==> src/rtl/cell4_bist_if.sv <==
// Bus between the cell4 BIST controller and its harness.
// This bus carries run control, the cell stimulus and response, and status.
`timescale 1ns/1ps
interface cell4_bist_if #(parameter int SIG_W = 16);
  logic             START;
  logic             ABORT;
  logic             A1, A2, B1, B2;
  logic             Y_IN;
  logic [SIG_W-1:0] EXP_SIG;
  logic             BUSY;
  logic             DONE;
  logic             PASS;
  logic [7:0]       ERR_CNT;
  logic [SIG_W-1:0] SIG;

  modport master (output START, ABORT, Y_IN, EXP_SIG,
                  input  A1, A2, B1, B2, BUSY, DONE, PASS, ERR_CNT, SIG);
  modport slave  (input  START, ABORT, Y_IN, EXP_SIG,
                  output A1, A2, B1, B2, BUSY, DONE, PASS, ERR_CNT, SIG);
endinterface

==> src/rtl/cell4_bist.sv <==
// BIST controller for OAI22-style four-input cells.
// It sweeps 16 patterns per pass, checks each response against a model, and compacts the responses into a MISR.
`timescale 1ns/1ps
module cell4_bist #(
  parameter int             SETTLE = 2,
  parameter int             NPASS  = 1,
  parameter int             SIG_W  = 16,
  parameter logic [SIG_W-1:0] POLY = 16'h100B,
  parameter logic [SIG_W-1:0] SEED = '0
) (
  input  logic        CLK,
  input  logic        RN,
  cell4_bist_if.slave bus
);
  typedef enum logic [1:0] {S_IDLE, S_SETTLE, S_SAMPLE, S_FINISH} state_t;

  localparam logic [3:0] SET_LAST  = 4'(SETTLE - 1);
  localparam logic [3:0] PASS_LAST = 4'(NPASS - 1);

  state_t           state, state_nxt;
  logic [3:0]       pat, set_cnt, pass_cnt;
  logic [7:0]       err_cnt;
  logic [SIG_W-1:0] sig, sig_nxt;
  logic             busy, done;
  logic             go, ab, last, exp_y;

  always_ff @(posedge CLK or negedge RN)
    if (!RN) state <= S_IDLE;
    else     state <= state_nxt;

  always_comb begin
    state_nxt = state;
    go        = 1'b0;
    ab        = 1'b0;
    last      = (pat == 4'hF) && (pass_cnt == PASS_LAST);
    case (state)
      S_IDLE, S_FINISH:
        if (bus.START && !bus.ABORT) begin
          go        = 1'b1;
          state_nxt = S_SETTLE;
        end
      S_SETTLE:
        if (bus.ABORT) begin
          ab        = 1'b1;
          state_nxt = S_IDLE;
        end else if (set_cnt == SET_LAST) state_nxt = S_SAMPLE;
      S_SAMPLE:
        if (bus.ABORT) begin
          ab        = 1'b1;
          state_nxt = S_IDLE;
        end else state_nxt = last ? S_FINISH : S_SETTLE;
      default: state_nxt = S_IDLE;
    endcase
  end

  assign exp_y   = ~((pat[3] | pat[2]) & (pat[1] | pat[0]));
  assign sig_nxt = {sig[SIG_W-2:0], 1'b0} ^ (sig[SIG_W-1] ? POLY : '0)
                 ^ {{(SIG_W-1){1'b0}}, bus.Y_IN};

  always_ff @(posedge CLK or negedge RN) begin
    if (!RN) begin
      pat      <= '0;
      set_cnt  <= '0;
      pass_cnt <= '0;
      err_cnt  <= '0;
      sig      <= '0;
      busy     <= 1'b0;
      done     <= 1'b0;
    end else begin
      busy <= (state_nxt == S_SETTLE) || (state_nxt == S_SAMPLE);
      done <= (state_nxt == S_FINISH);
      if (go) begin
        pat      <= '0;
        set_cnt  <= '0;
        pass_cnt <= '0;
        err_cnt  <= '0;
        sig      <= SEED;
      end else if (ab) begin
        // Abort parks the stimulus but keeps the partial signature and count visible.
        pat <= '0;
      end else if (state == S_SETTLE) begin
        set_cnt <= set_cnt + 4'd1;
      end else if (state == S_SAMPLE) begin
        sig <= sig_nxt;
        if (bus.Y_IN != exp_y && err_cnt != 8'hFF) err_cnt <= err_cnt + 8'd1;
        if (!last) begin
          pat     <= pat + 4'd1;
          set_cnt <= '0;
          if (pat == 4'hF) pass_cnt <= pass_cnt + 4'd1;
        end
      end
    end
  end

  assign {bus.A1, bus.A2, bus.B1, bus.B2} = pat;
  assign bus.BUSY    = busy;
  assign bus.DONE    = done;
  assign bus.ERR_CNT = err_cnt;
  assign bus.SIG     = sig;
  assign bus.PASS    = done && (err_cnt == 8'd0) && (sig == bus.EXP_SIG);
endmodule

==> src/flat_wrapper.sv <==
// flat-port wrapper written by rule: the top's interface ports become plain ports
module cell4_bist_flat 
#(
  parameter int             SETTLE = 2,
  parameter int             NPASS  = 1,
  parameter int             SIG_W  = 16,
  parameter logic [SIG_W-1:0] POLY = 16'h100B,
  parameter logic [SIG_W-1:0] SEED = '0
)
  (CLK, RN, bus_START, bus_ABORT, bus_Y_IN, bus_EXP_SIG, bus_A1, bus_A2, bus_B1, bus_B2, bus_BUSY, bus_DONE, bus_PASS, bus_ERR_CNT, bus_SIG);
  cell4_bist_if #(.SIG_W(SIG_W)) bus_i ();
  input  logic CLK;
  input  logic RN;
  input wire logic [$bits(bus_i.START)-1:0] bus_START;
  input wire logic [$bits(bus_i.ABORT)-1:0] bus_ABORT;
  input wire logic [$bits(bus_i.Y_IN)-1:0] bus_Y_IN;
  input wire logic [$bits(bus_i.EXP_SIG)-1:0] bus_EXP_SIG;
  output wire logic [$bits(bus_i.A1)-1:0] bus_A1;
  output wire logic [$bits(bus_i.A2)-1:0] bus_A2;
  output wire logic [$bits(bus_i.B1)-1:0] bus_B1;
  output wire logic [$bits(bus_i.B2)-1:0] bus_B2;
  output wire logic [$bits(bus_i.BUSY)-1:0] bus_BUSY;
  output wire logic [$bits(bus_i.DONE)-1:0] bus_DONE;
  output wire logic [$bits(bus_i.PASS)-1:0] bus_PASS;
  output wire logic [$bits(bus_i.ERR_CNT)-1:0] bus_ERR_CNT;
  output wire logic [$bits(bus_i.SIG)-1:0] bus_SIG;
  assign bus_i.START = bus_START;
  assign bus_i.ABORT = bus_ABORT;
  assign bus_i.Y_IN = bus_Y_IN;
  assign bus_i.EXP_SIG = bus_EXP_SIG;
  assign bus_A1 = bus_i.A1;
  assign bus_A2 = bus_i.A2;
  assign bus_B1 = bus_i.B1;
  assign bus_B2 = bus_i.B2;
  assign bus_BUSY = bus_i.BUSY;
  assign bus_DONE = bus_i.DONE;
  assign bus_PASS = bus_i.PASS;
  assign bus_ERR_CNT = bus_i.ERR_CNT;
  assign bus_SIG = bus_i.SIG;
  cell4_bist #(.SETTLE(SETTLE), .NPASS(NPASS), .SIG_W(SIG_W), .POLY(POLY), .SEED(SEED)) u_core (.CLK(CLK), .RN(RN), .bus(bus_i));
endmodule
==> config.mk <==
export PLATFORM = sky130hd
export DESIGN_NAME = cell4_bist_flat
export DESIGN_NICKNAME = d
export VERILOG_FILES = /design/src/rtl/cell4_bist_if.sv /design/src/rtl/cell4_bist.sv /design/src/flat_wrapper.sv
export SDC_FILE = /design/constraint.sdc
export NUM_CORES = 1
export LEC_CHECK = 0
export BUFFER_PORTS_ARGS = -buffer_cell sky130_fd_sc_hd__buf_2
export CAP_MARGIN = 20
export CORE_MARGIN = 2
export CORE_UTILIZATION = 41
export CTS_BUF_LIST = sky130_fd_sc_hd__clkbuf_4 sky130_fd_sc_hd__clkbuf_8
export CTS_CLUSTER_SIZE = 20
export DETAILED_ROUTE_END_ITERATION = 6
export PLACE_DENSITY = 0.63
export SYNTH_ARGS = -nofsm -noshare
export SYNTH_HDL_FRONTEND = slang
export SYNTH_SLANG_ARGS = --single-unit
==> constraint.sdc <==
create_clock -name CLK -period 1.98 [get_ports CLK]
set_input_delay 0.099 -clock CLK [delete_from_list [all_inputs] [get_ports CLK]]
set_output_delay 0.099 -clock CLK [all_outputs]
set_load 0.05 [all_outputs]
=== Word level (Yosys, flattened, before mapping) ===
Cells that the tools add are included.
W data, S select, Z words.

* Output and inout port bits: 31
* Word-level logic and storage cells: 93
* Bits in registers: 40

* Muxes and demuxes: 36
* Reduce and logical (&&, ||, !) cells: 22
* Equal/unequal tests: 17
* Bitwise gates (word level): 6
* Add/sub/neg operators: 4

{| class="wikitable"
|+ Operators by type and width
! operator !! number
|-
| $mux W16 || 4
|-
| $mux W4 || 16
|-
| $mux W8 || 5
|-
| $eq A16 B16 Y1 || 1
|-
| $xor A16 B1 Y16 || 1
|-
| $xor A16 B16 Y16 || 1
|-
| $mux W13 || 1
|-
| $add A4 B1 Y4 const B || 3
|-
| $mux W2 || 5
|-
| $reduce_and A3 Y1 || 3
|-
| $add A8 B1 Y8 const B || 1
|-
| $eq A2 B2 Y1 const B || 4
|-
| $logic_not A8 Y1 || 1
|-
| $ne A8 B8 Y1 const B || 1
|-
| $ne A2 B1 Y1 const B || 3
|-
| $ne A3 B1 Y1 const B || 2
|-
| $pmux W2 S3 || 1
|-
| $reduce_bool A2 Y1 || 3
|-
| $reduce_bool A3 Y1 || 2
|-
| $logic_and A1 B1 Y1 || 5
|-
| $reduce_and A5 Y1 || 1
|-
| $eq A2 B1 Y1 const B || 2
|-
| $eq A4 B1 Y1 const B || 1
|-
| $eq A4 B4 Y1 const B || 1
|-
| other kinds (12) || 17
|}

=== Longest topological paths before layout ===
* Depth after elaboration: 10
* Depth in mapped cells: 9
* Mapped depth without buffers: 7

=== Worst setup path after synthesis ===
No wires, ideal clock.

* Path type: register -> output
* Start: register u_core.sig[15] (netlist: u_core.bus.SIG[15])
* End: output port bus_PASS
* Cell stages (with the launch flop): 6
* Path slack: -0.519 ns
* Path buffers: 1
* Arrival: 2.400 ns
* Path through: dfrtp_1 -> clkbuf_1 -> xor2_1 -> nor4_1 -> nand3_1 -> nor3_1

* Longest elaborated chain between the ends: 2

{| class="wikitable"
|+ Ends and longest elaborated chain
! element !! RTL line !! text
|-
| start, declared || cell4_bist.sv:23 || <nowiki>logic [SIG_W-1:0] sig, sig_nxt;</nowiki>
|-
| start signal, assigned || cell4_bist.sv:84 || <nowiki>sig <= sig_nxt;</nowiki>
|-
| $eq A16 B16 Y1 || cell4_bist.sv:100 || <nowiki>assign bus.PASS = done && (err_cnt == 8'd0) && (sig == bus.EXP_SIG);</nowiki>
|-
| $logic_and A1 B1 Y1 || cell4_bist.sv:100 ||
|-
| end, declared || flat_wrapper.sv:24 || <nowiki>output wire logic [$bits(bus_i.PASS)-1:0] bus_PASS;</nowiki>
|}

No other way between the ends.

=== Worst setup path in the final report ===
* Start: register u_core.state[1]
* End: register u_core.err_cnt[4] (netlist: u_core.bus.ERR_CNT[4])

* Longest elaborated chain between the ends: 5

{| class="wikitable"
|+ Ends and longest elaborated chain
! element !! RTL line !! text
|-
| start, declared || cell4_bist.sv:20 || <nowiki>state_t state, state_nxt;</nowiki>
|-
| start signal, assigned || cell4_bist.sv:29 || <nowiki>else state <= state_nxt;</nowiki>
|-
| $eq A2 B2 Y1 (tied with other cells) || cell4_bist.sv:36, cell4_bist.sv:83 ||
|-
| $reduce_or A2 Y1, on equally long branches || -- ||
|-
| $mux W1, on equally long branches || -- ||
|-
| $ne A2 B1 Y1 (no line) or $reduce_bool A2 Y1 (tied branches) || -- ||
|-
| $reduce_and A4 Y1 (no line) || -- ||
|-
| end signal, assigned || cell4_bist.sv:85 || <nowiki>if (bus.Y_IN != exp_y && err_cnt != 8'hFF) err_cnt <= err_cnt + 8'd1;</nowiki>
|-
| end, declared || cell4_bist.sv:22 || <nowiki>logic [7:0] err_cnt;</nowiki>
|}

Several ways; a longest one is shown, not always the timed one.
A chain may end at the register's enable or synchronous reset.

==> results.txt <==
The start of the worst register-to-register path is u_core.state[1]. The number of global-route vias before repair is 1940. The layer flagged by global routing as most heavily used is met2. The slack of the worst reg-to-reg path came out at 0.06 ns.

The first TritonRoute pass finished after 4 iterations. After layout, the design draws a total of 3.51 mW. In this run the critical register-to-register path is captured at u_core.bus.ERR_CNT[4]. Of all nets on the critical path, the largest fanout is 6. The core outline area is about 5500 um^2.

STA classifies the critical path startpoint as a flop. The number of buffers on the longest clock path is 2. The post-synthesis to final-layout area growth came out at 28.2%. During synthesis, Yosys emitted a total of 0 warnings.

The proportion of netlist area held by the largest area contributor is 0.429. For this run, the leading register cell type out of synthesis is dfrtp_1. The number of placed I/O pins came out at 52. The die outline area came out at ~6300 um^2.

Along the worst hold path, the cell count comes to 3. The biggest area contributor in the post-synthesis netlist is dfrtp_1. The number of diodes came out at 0. The power per cell area came out at roughly 1200 nW/um^2.

Global routing finished with a remaining overflow of 0. In the post-synthesis netlist, the biggest area contributors are dfrtp_1, nand2_1, ha_1. The via total after detailed routing is slightly above 2000. The net count after synthesis is between 200 and 300. The worst setup margin is around 0.06 ns.

The setup path with the least slack is of type reg -> reg. The maximum frequency from static timing analysis came out at between 0.5 and 0.6 GHz. The number of antenna violations at the first check in global routing came out at 0. The number of enable flip-flop cells after synthesis is 0. The reported max-cap violation count came out at 0.

The level count of the clock H-tree is 2. For this run, the total global-route usage over all layers was measured as 0.179. The number of distinct standard cells referenced by the synthesized netlist came out at a little over 40. The final-stage net count came out at about 360. The count of buffers inserted at the top-level ports is 51. The die extent in y is roughly 79 um. The CTS clock-pin slew for the worst setup and hold paths is about 0.09 ns. The worst min-delay path startpoint is bus_Y_IN.

The worst-case vdd ir drop came out at roughly 0.00075 V. The HPWL after detailed placement is 3920 um. The largest net degree at the start of global routing is ~40. For this design the static power due to leakage is roughly 1.4 nW. The worst relative slew slack is 0.656. The multi-input combinational cell area is 1290 um^2. The footprint of the flip-flops and latches is ~1000 um^2. The global routing usage on met3 is 0.0339. The final setup TNS came out at 0 ns. The clock latency at the later pin of the worst-skew pair came out at 0.30 ns. The kind of path behind the tightest hold check is in -> reg.

The data arrival time of the critical path is about 2.2 ns. Once placement finished, the instance area stood at 2820 um^2. The flip-flop and latch count after synthesis came out at 40. The flow ran to the end, and the final reports show no timing, DRC or antenna violations. The post-detailed-route DRC marker count came out at 0. For hold timing, the worst endpoint is u_core.bus.SIG[0]. The slew at the pin closest to its max-slew limit is about 0.5 ns. The average footprint of a synthesized cell came out at around 9 um^2.

The share of the yosys chip area belonging to registers came out at 0.429. The finished layout cell area is around 3000 um^2. After floorplanning, the core was divided into 27 placement rows. The share of async-settable or async-resettable flops after synthesis is 1.00. The share of the clock period used by the worst path after layout came out at 0.969. The kind of capture point of the worst setup path is a flop. The number of buffers added by the clock tree synthesis step is 5. The mapped cell area came out at ~2300 um^2.

The number of sinks on the clock net is 40. The share of cells above drive strength 1 came out at 0.300. The mean number of vias per cell is roughly 5.2. Setup repair after global routing could not meet its margin everywhere.

The synthesized netlist cell count came out at roughly 260. The met2 demand-to-capacity share in global routing is 0.286. The number of inserted filler cells in the final layout is around 510. Across the routed clock network, the largest skew measured is around 0.011 ns. The routing usage on met1 is 0.242. The share of the core filled with cells in the final layout came out at 0.544. The weighted congestion at the end of routability-driven global placement is ~0.8. The routed wire length is 5420 um. After detailed routing, the average wire length per cell comes to around 14 um. The clock period minus final worst setup slack came out at 1.92 ns. The logic depth of the worst register-to-register path came out at 6. The worst-case setup slack after placement is about 0.015 ns.

The initial core utilization came out at 0.424. The endpoint required time on the critical path is 2.22 ns. The first-pass GRT wire length is between 8000 and 9000 um. The final hold violation count came out at 0.

The die is approximately 79 um wide. The root cell of the clock tree is clkbuf_8. TritonCTS built the clock tree. The initial detailed-routing violation count came out at 75. The total setup violations reported at the end of the flow came out at 0.

The total count of max-transition violations in the final report came out at 0. The remaining antenna violation count came out at 0.
==> cells in the mapped netlist, drive strengths merged (6+ instances only) <==
library cell,number
nand2,42
dfrtp,40
o21ai,24
inv,16
xor2,14
ha,12
nor2,12
clkbuf,10
nand3,10
xnor2,10
o31ai,7
nand4,6
==> layout by cell type, fill, tap and decap left out, drive strengths merged, types with 6 or more instances in the layout <==
master   n
buf     71
nand2   42
dfrtp   40
o21ai   24
inv     17
xor2    14
nor2    12
ha      12
nand3   10
xnor2   10
o31ai    7
nand4    6
==> report_power, final <==
| part | internal [mW] | total [mW] | leakage (nW) | switching [mW] |
|---|---|---|---|---|
| logic | 0.585 | 1.65 | 0.840 | 1.06 |
| clock network | 0.380 | 0.699 | 0.0548 | 0.319 |
| registers | 0.979 | 1.16 | 0.536 | 0.185 |
==> worst max path at each step <==
| stage | slack, ns | depth (start not counted) | to | from |
|---|---|---|---|---|
| after global placement | 0.07 | 6 | u_core.bus.ERR_CNT[0] | u_core.state[1] |
| after floorplan | -0.04 | 7 | u_core.bus.ERR_CNT[0] | u_core.pat[1] |
| after CTS | 0.006 | 8 | u_core.bus.ERR_CNT[5] | u_core.state[0] |
| final | 0.06 | 6 | u_core.bus.ERR_CNT[4] | u_core.state[1] |
| after detailed placement | 0.02 | 8 | u_core.bus.ERR_CNT[5] | u_core.state[0] |
| after global routing | -0.03 | 7 | u_core.bus.ERR_CNT[4] | u_core.pat[1] |
==> worst max-delay path, cell delays in order (launching register included) <==
cell      delay (ns)
dfrtp_1         0.41
ha_4            0.31
nand3b_4        0.08
and3_4          0.18
or3_4           0.41
or4_1           0.40
nand3_1         0.08
==> final cells by class <==
cell class                      instances  area share
Clock inverter                          3      0.0155
Inverter                               16      0.0201
Clock buffer                            5      0.0230
Multi-Input combinational cell        191       0.432
Timing Repair Buffer                   72       0.144
Tap cell                               72      0.0301
Sequential cell                        40       0.335
==> registers in the layout, summed over array words and instances, names as in the netlist <==
signal / cells
u_core.state: 2
u_core.pass_cnt: 4
u_core.bus.SIG: 16
u_core.bus.DONE: 1
u_core.bus.BUSY: 1
u_core.bus.ERR_CNT: 8
u_core.pat: 4
u_core.set_cnt: 4
==> per-layer routing <==
metal / up-vias / share of wire
li1: 1035 / -
met1: 989 / 0.46
met2: 41 / 0.48
met3: 8 / 0.044
met4: 0 / 0.015
met5: - / 0
==> through the flow <==
stage	std cells	hold slack (ns)
finish	399	0.157
global placement	389	0.195
CTS	398	0.134
global route	399	0.175
detailed placement	389	0.199
floorplan	258	-0.197
==> cell families after synthesis <==
family / after synthesis / share of synthesized area
xor gates and xnor gates: 24 / 0.0900
AOI/OAI and AO/OA: 53 / 0.145
buffers and inverters: 27 / 0.0450
DFF: 40 / 0.429
and+or+nand+nor: 99 / 0.213
adders and majority gates: 12 / 0.0643
muxes: 3 / 0.0134
==> repair_timing <==
item / in CTS / in global routing
resized for setup: 0 / 10
setup buffers: 0 / 1
endpoints found under the setup margin: 0 / 29
hold buffers: 1 / 0
hold endpoints to repair: 40 / 0
(Power assumes the default switching activity.)
